**src/rtl/inverter_pipe.sv**
```systemverilog
// inverter_pipe: elastic valid/ready pipeline that applies a per-word bitwise
// operation (pass, invert, masked invert, reverse-invert) and counts
// completed output transfers. DEPTH register stages give DEPTH cycles latency.
module inverter_pipe #(
  parameter int WIDTH = 9,
  parameter int DEPTH = 2,
  parameter int CNT_W = 16
) (
  input  logic             clk,
  input  logic             rst_n,
  input  logic             flush,
  input  logic             in_valid,
  output logic             in_ready,
  input  logic [WIDTH-1:0] in_data,
  input  logic [1:0]       in_mode,
  input  logic [WIDTH-1:0] in_mask,
  output logic             out_valid,
  input  logic             out_ready,
  output logic [WIDTH-1:0] out_data,
  output logic [CNT_W-1:0] xfer_count
);

  localparam logic [1:0] MODE_PASS    = 2'b00;
  localparam logic [1:0] MODE_INVERT  = 2'b01;
  localparam logic [1:0] MODE_MASKED  = 2'b10;
  localparam logic [1:0] MODE_REV_INV = 2'b11;

  // Mirror a word end to end: result bit i takes source bit WIDTH-1-i.
  function automatic logic [WIDTH-1:0] bit_reverse(input logic [WIDTH-1:0] d);
    logic [WIDTH-1:0] r;
    r = '0;
    for (int i = 0; i < WIDTH; i++) begin
      r[i] = d[WIDTH-1-i];
    end
    return r;
  endfunction

  // Selected bitwise operation; the mask only matters for the masked mode.
  function automatic logic [WIDTH-1:0] apply_op(
    input logic [1:0]       mode,
    input logic [WIDTH-1:0] d,
    input logic [WIDTH-1:0] mask
  );
    logic [WIDTH-1:0] r;
    case (mode)
      MODE_PASS:    r = d;
      MODE_INVERT:  r = ~d;
      MODE_MASKED:  r = d ^ mask;
      MODE_REV_INV: r = ~bit_reverse(d);
      default:      r = d;
    endcase
    return r;
  endfunction

  logic [DEPTH-1:0] vld_p;
  logic [WIDTH-1:0] data_p [DEPTH];
  logic [DEPTH-1:0] rdy;
  logic [WIDTH-1:0] op_result;
  logic             out_fire;

  // Operation is evaluated on the input side so stage 0 captures the result.
  always_comb begin
    op_result = apply_op(in_mode, in_data, in_mask);
  end

  // Stage i may load when it, or any stage after it, has a free slot, or the
  // sink is draining. Written as a running AND over the tail of the pipe so
  // the chain has no combinational self-reference.
  always_comb begin
    logic tail_full;
    rdy       = '0;
    tail_full = 1'b1;
    for (int i = DEPTH - 1; i >= 0; i--) begin
      tail_full = tail_full & vld_p[i];
      rdy[i]    = !tail_full || out_ready;
    end
  end

  assign in_ready  = rdy[0] || flush;
  assign out_valid = vld_p[DEPTH-1];
  assign out_data  = data_p[DEPTH-1];
  assign out_fire  = out_valid && out_ready;

  // Stage valid bits: flush empties the pipe; otherwise each ready stage
  // takes its upstream valid so bubbles collapse.
  always_ff @(posedge clk or negedge rst_n) begin
    if (!rst_n) begin
      vld_p <= '0;
    end else if (flush) begin
      vld_p <= '0;
    end else begin
      if (rdy[0]) begin
        vld_p[0] <= in_valid;
      end
      for (int i = 1; i < DEPTH; i++) begin
        if (rdy[i]) begin
          vld_p[i] <= vld_p[i-1];
        end
      end
    end
  end

  // Stage data: only loaded when a valid word moves in, so a stalled output
  // word stays put; flush leaves stale data behind the cleared valid bits.
  always_ff @(posedge clk or negedge rst_n) begin
    if (!rst_n) begin
      for (int i = 0; i < DEPTH; i++) begin
        data_p[i] <= '0;
      end
    end else begin
      if (rdy[0] && in_valid) begin
        data_p[0] <= op_result;
      end
      for (int i = 1; i < DEPTH; i++) begin
        if (rdy[i] && vld_p[i-1]) begin
          data_p[i] <= data_p[i-1];
        end
      end
    end
  end

  // Completed output handshakes; wraps naturally, cleared by flush.
  always_ff @(posedge clk or negedge rst_n) begin
    if (!rst_n) begin
      xfer_count <= '0;
    end else if (flush) begin
      xfer_count <= '0;
    end else if (out_fire) begin
      xfer_count <= xfer_count + CNT_W'(1);
    end
  end

endmodule

```
**config.mk**
```make
export PLATFORM = sky130hd
export DESIGN_NAME = inverter_pipe
export DESIGN_NICKNAME = d
export VERILOG_FILES = /design/src/rtl/inverter_pipe.sv
export SDC_FILE = /design/constraint.sdc
export NUM_CORES = 1
export LEC_CHECK = 0
export CAP_MARGIN = 30
export CELL_PAD_IN_SITES_DETAIL_PLACEMENT = 0
export CELL_PAD_IN_SITES_GLOBAL_PLACEMENT = 1
export CORE_AREA = 4 4 79 81
export DETAILED_ROUTE_END_ITERATION = 10
export DIE_AREA = 0 0 83 85
export PLACE_DENSITY = 0.83
export RECOVER_POWER = 50
export SLEW_MARGIN = 5
export SYNTH_ARGS = -nofsm -noshare
export SYNTH_HDL_FRONTEND = slang
export SYNTH_SLANG_ARGS = --single-unit
```
**constraint.sdc**
```tcl
create_clock -name clk -period 1.9 [get_ports clk]
set_input_delay 0.475 -clock clk [delete_from_list [all_inputs] [get_ports clk]]
set_output_delay 0.475 -clock clk [all_outputs]
set_load 0.03 [all_outputs]
```
==> Word level (Yosys, flattened, before mapping) <==
Index checks and enable logic that the tools add are counted.
{ "totals": {"input_bits": 25, "output_inout_bits": 27, "regBits": 36, "wordCells": 31} }
{ "classes": {"n_reduce_logical": 12, "n_bitwise": 4, "addsub": 1, "n_mux": 6, "eq_ne": 3} }
{ "op_table": {"columns": ["operator", "n"], "rows": [
  ["$pmux W9 S4", 1],
  ["$mux W16", 2],
  ["$not A9 Y9", 2],
  ["$add A16 B1 Y16 const B", 1],
  ["$xor A9 B9 Y9", 1],
  ["$reduce_bool A2 Y1", 3],
  ["$eq A2 B2 Y1 const B", 2],
  ["$logic_and A1 B1 Y1", 3],
  ["$logic_or A1 B1 Y1", 3],
  ["$eq A2 B1 Y1 const B", 1],
  ["$logic_not A1 Y1", 2],
  ["$logic_not A2 Y1", 1],
  ["$mux W1", 2],
  ["$mux W2", 1],
  ["$and A1 B1 Y1", 1]
]} }

==> Logic depth before layout (Yosys ltp) <==
Gate-level depths: netlist of run 1.
{ "depth": {"word_depth": 5, "ltp_mapped": 6, "depth_no_buf": 5} }

==> Worst setup path after synthesis of run 1 <==
No wires, ideal clock.
{ "synth_path": {"path_type": "register to output", "from": "register vld_p[1]", "to": "output port in_ready", "path_slack_ns": 0.241, "t_arrival_ns": 1.184, "stages_incl_launch_ff": 4, "t_required_ns": 1.425, "path_cell_list": "dfrtp_1 buf_2 nand3b_1 or2_2"} }
{ "synth_via": {"elab_chain_cells": 4} }
{ "synth_lines": {"columns": ["item", "line", "source"], "rows": [
  ["from (decl)", "55", "logic [DEPTH-1:0] vld_p;"],
  ["from (signal, indexed assignment)", "97", "vld_p[i] <= vld_p[i-1];"],
  ["$and A1 B1 Y1", "74", "tail_full = tail_full & vld_p[i];"],
  ["$logic_not A1 Y1", "75", "rdy[i] = !tail_full || out_ready;"],
  ["$logic_or A1 B1 Y1", "75", null],
  ["$logic_or A1 B1 Y1", "79", "assign in_ready = rdy[0] || flush;"],
  ["to (decl)", "13", "output logic in_ready,"]
]} }
Every way passes these cells.

==> Worst setup path after layout of run 1 <==
{ "layout_path": {"from": "input port flush", "to": "output port in_ready"} }
{ "layout_via": {"elab_chain_cells": 1} }
{ "layout_lines": {"columns": ["item", "line", "source"], "rows": [
  ["from (decl)", "11", "input logic flush,"],
  ["$logic_or A1 B1 Y1", "79", null]
]} }
Every way passes these cells.

==> results.md, run 1 <==
* Status: complete, no violations
* Max Slew Vio Count at 0
* Synth Net Count at 232
* Seq/Total Area, Yosys at 0.446
* Post-synthesis simple-gate area fraction at 0.248
* WP data required at 1420 ps
* Final nets at 286
* Hold Fails Final Rpt at 0
* Placed cells at 324
* Die Ht at 85 um
* Gr busiest metal: met2
* Post-route minimum period at 1840 ps
* GR Util met2 at 0.219
* Cell Area, Synth at 2020 um2
* Worst skew pair latency at 280 ps
* # setup viols final at 0
* Die area at 7060 um2
* Crit path to: in_ready
* Cts hold-fix bufs at 0
* EDFF count, synth at 0
* Non-Filler Instances at 333
* Proportion of layout cells with a drive suffix above 1 at 0.188
* 1st-iter DRT viols at 61
* Pre-CTS setup slack at -508 ps
* Hold Slack at 472 ps
* Worst slew pin tran at 864 ps
* Via/cell ratio at 4.88
* Top_reg_cell synth: dfrtp_1
* I/O pins at 52
* FFs w/ async S/R, synth at 1.00
* Post-Synthesis Cells at 206
* RSZ-0062 raised after global routing: false
* Reg2reg setup slack at 310 ps
* Seq cells post-synth at 36
* Worst Setup SP: flush
* Reg2Reg Depth at 5
* Crit path max fanout at 2
* DRC viols at 0
* CTS max path bufs at 2
* Antenna violations before repair at 0
* Period utilization at 0.971
* Combinational family with the most area after synthesis: simple AND/OR/NAND/NOR gates
* Root Buffer: clkbuf_8
* GRT Overall Usage at 0.120
* Critical R2R Capture: out_data[1]$_DFFE_PN0P_
* Post-synth top area cell: dfrtp_1
* Register area at 901 um2
* Chip width at 83 um
* Worst-path clk slew at 60 ps
* Yosys cell types at 37
* Max Clk Rate at 0.542 GHz
* First-pass GRT wire length at 7020 um
* Xor and xnor fraction of the mapped netlist area at 0.0606
* Remaining global-route overflow at 0
* Max_cap viols at 0
* Met1 Use GR at 0.133
* Largest net degree at the start of global routing at 37
* Synth top cells by count: dfrtp_1, nand2_1, nor2_1
* Count leader, synth: dfrtp_1
* CTS Buf Count at 5
* CP arrival at 1370 ps
* Crit end category: output port
* WL/cell at 12.2 um
* P_leak at 1.29 nW
* Vias in the first global route at 1584
* Compound-cell area share of the yosys netlist at 0.113
* Site Rows at 27
* Routing usage on met3 at 0.0311
* Hold crit path type: reg -> reg
* Detailed Route WL at 4070 um
* Critical Setup Path Class: in -> out
* CTS tree: yes
* DR vias at 1626
* RR Startpoint: vld_p[1]$_DFFE_PN0P_
* Main area contributors after synthesis: dfrtp_1, mux2_2, buf_4
* DP HPWL at 3050 um
* Power density cells at 691 nW/um2
* Sink Count at 36
* Ys Warns at 0
* Final setup margin at 55.4 ps
* Share of the synthesized area in the top cell type at 0.446
* Multi-input gate area in the final layout at 978 um2
* GP Congestion at 0.741
* Number of nets with antenna violations after routing at 0
* Mean Syn Cell Area at 9.82 um2
* Post-synthesis mux area share at 0.0575
* Max IR drop VDD at 344 uV
* Synth-to-layout area growth at 34.3%
* Initial core utilization at 0.369
* Fillers at 536
* # diodes at 0
* TritonRoute pass-1 iters at 4
* Slew headroom at 0.424
* Startpoint Class: input pin
* Core ar. at 5470 um2
* PortBufs at 51
* H-tree levels at 2
* Clk_skew at 4.43 ps
* Synth Area in Adders at 0.00619
routing by layer:
layer  vias up  wire length, um
met5         -                0
li1        812                -
met4         0               64
met3         8              238
met2        45             2020
met1       761             1740
area by class of cell:
class | instances | area share
flip-flops and latches | 36 | 0.332
repair buffers | 66 | 0.234
multi-input cells | 145 | 0.360
clock buffers | 8 | 0.0332
inverters | 6 | 0.00829
well taps | 72 | 0.0332
where the power goes:
part | internal (mW) | total [mW] | switching, mW
clock | 0.295 | 0.546 | 0.251
combinational | 0.220 | 0.451 | 0.231
sequential | 0.841 | 0.879 | 0.0379
what timing repair did:
action                                  CTS  global route
gates resized for setup                  18             4
cloned                                    0             0
setup buffers                             1             0
endpoints found under the setup margin   10             4
worst max-delay path, stage by stage:
cell and delay, ps:
clkdlybuf4s50_1 480, or2_4 280, buf_6 140
cells in the final DEF (no fill, tap or decap), types with 2 or more instances in the layout:
| master | n |
|---|---|
| a2111oi_0 | 7 |
| a21o_1 | 7 |
| a21oi_1 | 13 |
| buf_12 | 2 |
| buf_4 | 9 |
| clkbuf_1 | 4 |
| clkbuf_2 | 2 |
| clkbuf_8 | 6 |
| clkdlybuf4s50_1 | 35 |
| dfrtp_1 | 36 |
| dlygate4sd2_1 | 10 |
| dlymetal6s2s_1 | 4 |
| inv_1 | 6 |
| mux2_2 | 9 |
| nand2_1 | 22 |
| nand3_1 | 4 |
| nand3b_1 | 8 |
| nand4_1 | 2 |
| nand4_2 | 2 |
| nor2_1 | 18 |
| nor3_1 | 9 |
| nor4_1 | 2 |
| nor4_2 | 2 |
| o21ai_0 | 4 |
| or2_2 | 7 |
| xnor2_1 | 9 |
| xor2_1 | 5 |
sequential cells by signal, indices dropped and copies added (netlist names):
signal / count
xfer_count: 16
data_p: 9
out_data: 9
vld_p: 2
through the flow:
stage | cell area, um2 | util | TNS (ps) | total power, mW
after floorplan | 2020 | - | 0 | 1.20
after global placement | 2650 | 0.484 | -1670 | 1.36
after detailed placement | 2650 | 0.484 | -1600 | 1.36
after CTS | 2740 | 0.500 | 0 | 1.91
after global routing | 2720 | 0.496 | 0 | 1.97
final | 2720 | 0.496 | 0 | 1.88
logic make-up after synthesis:
| kind of cell | count (synthesis) |
|---|---|
| and+or+nand+nor | 86 |
| DFF | 36 |
| AOI/OAI and AO/OA | 34 |
| buffers and inverters | 25 |
| xor gates and xnor gates | 14 |
| muxes | 10 |
| adders and majority gates | 1 |
how the worst min path moves through the flow:
stage	start	end	slack (ps)	cells past startpoint
after detailed placement	data_p[13]$_DFFE_PN0P_	data_p[13]$_DFFE_PN0P_	470	2
after global routing	data_p[10]$_DFFE_PN0P_	data_p[10]$_DFFE_PN0P_	490	1
after floorplan	rst_n	data_p[10]$_DFFE_PN0P_	180	0
after global placement	data_p[15]$_DFFE_PN0P_	data_p[15]$_DFFE_PN0P_	460	1
after CTS	data_p[13]$_DFFE_PN0P_	data_p[13]$_DFFE_PN0P_	480	2
final	data_p[13]$_DFFE_PN0P_	data_p[13]$_DFFE_PN0P_	470	2
No activity file was read; power rests on OpenSTA's default activity.
==> run 2: changes to the inputs <==
--- a/config.mk
+++ b/config.mk
@@ -13,6 +13,7 @@
 export DIE_AREA = 0 0 83 85
 export PLACE_DENSITY = 0.83
 export RECOVER_POWER = 50
+export REMOVE_ABC_BUFFERS = 1
 export SLEW_MARGIN = 5
 export SYNTH_ARGS = -nofsm -noshare
 export SYNTH_HDL_FRONTEND = slang
==> run 2 against run 1 <==
Compared with the run above:
- sequential share of layout area rose by 0.18 points
- clock skew barely moved
- combinational power barely moved
- sequential power barely moved
- critical path type is now reg -> out
- critical endpoint is now xfer_count[14]
- largest cell class unchanged
==> results.md, run 2 (same netlist as run 1, synthesis figures left out) <==
* Power density cells at 698 nW/um2 (+1.1%)
* Detailed Route WL at 4060 um (-0.25%)
* CTS tree: yes
* Max_cap viols at 0 (unchanged)
* First-pass GRT wire length at 6970 um (-0.78%)
* Crit end category: output port
* Via/cell ratio at 4.87 (-0.25%)
* Multi-input gate area in the final layout at 976 um2 (-0.26%)
* # diodes at 0 (unchanged)
* Initial core utilization at 0.369 (unchanged)
* Slew headroom at 0.410 (-0.0140)
* Post-CTS setup buffer count at 0 (-1)
* Largest net degree at the start of global routing at 37 (unchanged)
* Crit path max-delay family: buffers and inverters
* WP depth at 1 (-2)
* Die area at 7060 um2 (unchanged)
* 1st-iter DRT viols at 57 (-6.6%)
* Hold crit path type: in -> async
* Max FFs per register at 16 (unchanged)
* Period utilization at 0.975 (+0.00374)
* Clk_skew at 4.75 ps (+0.322 ps)
* Max Clk Rate at 0.540 GHz (-0.38%)
* Hold Fails Final Rpt at 0 (unchanged)
* WP buf/inv at 1 (-1)
* Die Ht at 85 um (unchanged)
* GP Congestion at 0.743 (+0.27%)
* WL/cell at 12.2 um (about the same)
* P_leak at 1.24 nW (-3.4%)
* Crit path max fanout at 3 (+1)
* Worst Setup SP: xfer_count[14]$_DFFE_PN0P_
* Setup TNS at 0 ps (unchanged)
* Critical Setup Path Class: reg -> out
* H-tree levels at 2 (unchanged)
* I/O pins at 52 (unchanged)
* Total Power at 1.89 mW (+0.51%)
* Slowest-stage cell, CP: clkdlybuf4s50_1
* Final nets at 285 (-0.35%)
* Number of nets with antenna violations after routing at 0 (unchanged)
* Sink Count at 36 (unchanged)
* CP cell instances: clkdlybuf4s50_1
* RR Startpoint: vld_p[1]$_DFFE_PN0P_
* Core ar. at 5470 um2 (unchanged)
* Commonest cells after routing, fill and taps aside: dfrtp_1, clkdlybuf4s50_1, nand2_1
* WP data required at 1420 ps (about the same)
* CP max stage delay at 690 ps (+210 ps)
* Synth-to-layout area growth at 33.6%
* CTS max path bufs at 2 (unchanged)
* Worst skew pair latency at 280 ps (about the same)
* Root Buffer: clkbuf_8
* Hold Slack at 384 ps (-88.1 ps)
* Site Rows at 27 (unchanged)
* Max Slew Vio Count at 0 (unchanged)
* Critical R2R Capture: out_data[1]$_DFFE_PN0P_
* Register area at 901 um2 (unchanged)
* GRT Overall Usage at 0.118 (-0.00151)
* DR vias at 1617 (-0.55%)
* CTS Buf Count at 5 (unchanged)
* Chip width at 83 um (unchanged)
* Vias in the first global route at 1545 (-2.5%)
* Reg2Reg Depth at 5 (unchanged)
* Proportion of layout cells with a drive suffix above 1 at 0.188 (+0.000722)
* Worst-path clk slew at 70 ps (about the same)
* Remaining global-route overflow at 0 (unchanged)
* DP HPWL at 3020 um (-1.0%)
* DRC viols at 0 (unchanged)
* Worst slew pin tran at 885 ps (+21.1 ps)
* Post-route minimum period at 1850 ps (+7.10 ps)
* TritonRoute pass-1 iters at 4 (unchanged)
* Max IR drop VDD at 354 uV (+2.9%)
* Startpoint Class: flip-flop
* Antenna violations before repair at 0 (unchanged)
* CP arrival at 1380 ps (about the same)
* PortBufs at 51 (unchanged)
* Reg2reg setup slack at 290 ps (-20 ps)
* RSZ-0062 raised after global routing: false
* Fillers at 561 (+4.7%)
* # setup viols final at 0 (unchanged)
* Top reg by flops: xfer_count
* Status: complete, no violations
-- run 2: worst reg2reg max path: stages (launching register included) --
cell and delay, ps:
dfrtp_1 360, buf_4 150, inv_1 40, o21ai_0 140
clkbuf_1 420, mux2_2 390
-- run 2: worst max path at each step --
| stage | endpoint | slack (ps) |
|---|---|---|
| after floorplan | xfer_count[15]$_DFFE_PN0P_ | 270 |
| after global placement | in_ready | -500 |
| after detailed placement | in_ready | -500 |
| after CTS | in_ready | -20 |
| after global routing | xfer_count[12] | 1 |
| final | xfer_count[14] | 50 |
-- run 2: metal layers --
layer / part of all wire / vias to the layer above / GRT usage
met5: 0 / - / 0
met2: 0.45 / 44 / 0.198
met4: 0.012 / 0 / 0.0357
met3: 0.089 / 6 / 0.0505
li1: - / 814 / -
met1: 0.45 / 753 / 0.138
-- run 2: area by class of cell --
type,instances,share of cell area
multi-input cells,145,0.361
flip-flops and latches,36,0.333
well taps,72,0.0333
clock buffers,7,0.0320
clock inverters,1,0.00278
inverters,6,0.00834
repair buffers,65,0.229
-- run 2: stage by stage --
step	utilization	cell area (um2)	cells	setup WS (ps)
after CTS	0.498	2730	332	-17.5
after floorplan	-	1900	187	270
after global routing	0.494	2700	332	1.28
after detailed placement	0.483	2640	324	-504
after global placement	0.483	2640	324	-501
final	0.494	2700	332	48.3
-- run 2: power by group --
group          internal (mW)  leakage, nW  switching (mW)
Combinational          0.220        0.730           0.231
Sequential             0.841        0.467          0.0400
Clock                  0.294       0.0445           0.260
Total                   1.36         1.24           0.531
-- run 2: what timing repair did --
item / CTS / global route
hold buffers: 0 / 0
gates resized for setup: 19 / 2
setup endpoints to repair: 12 / 4
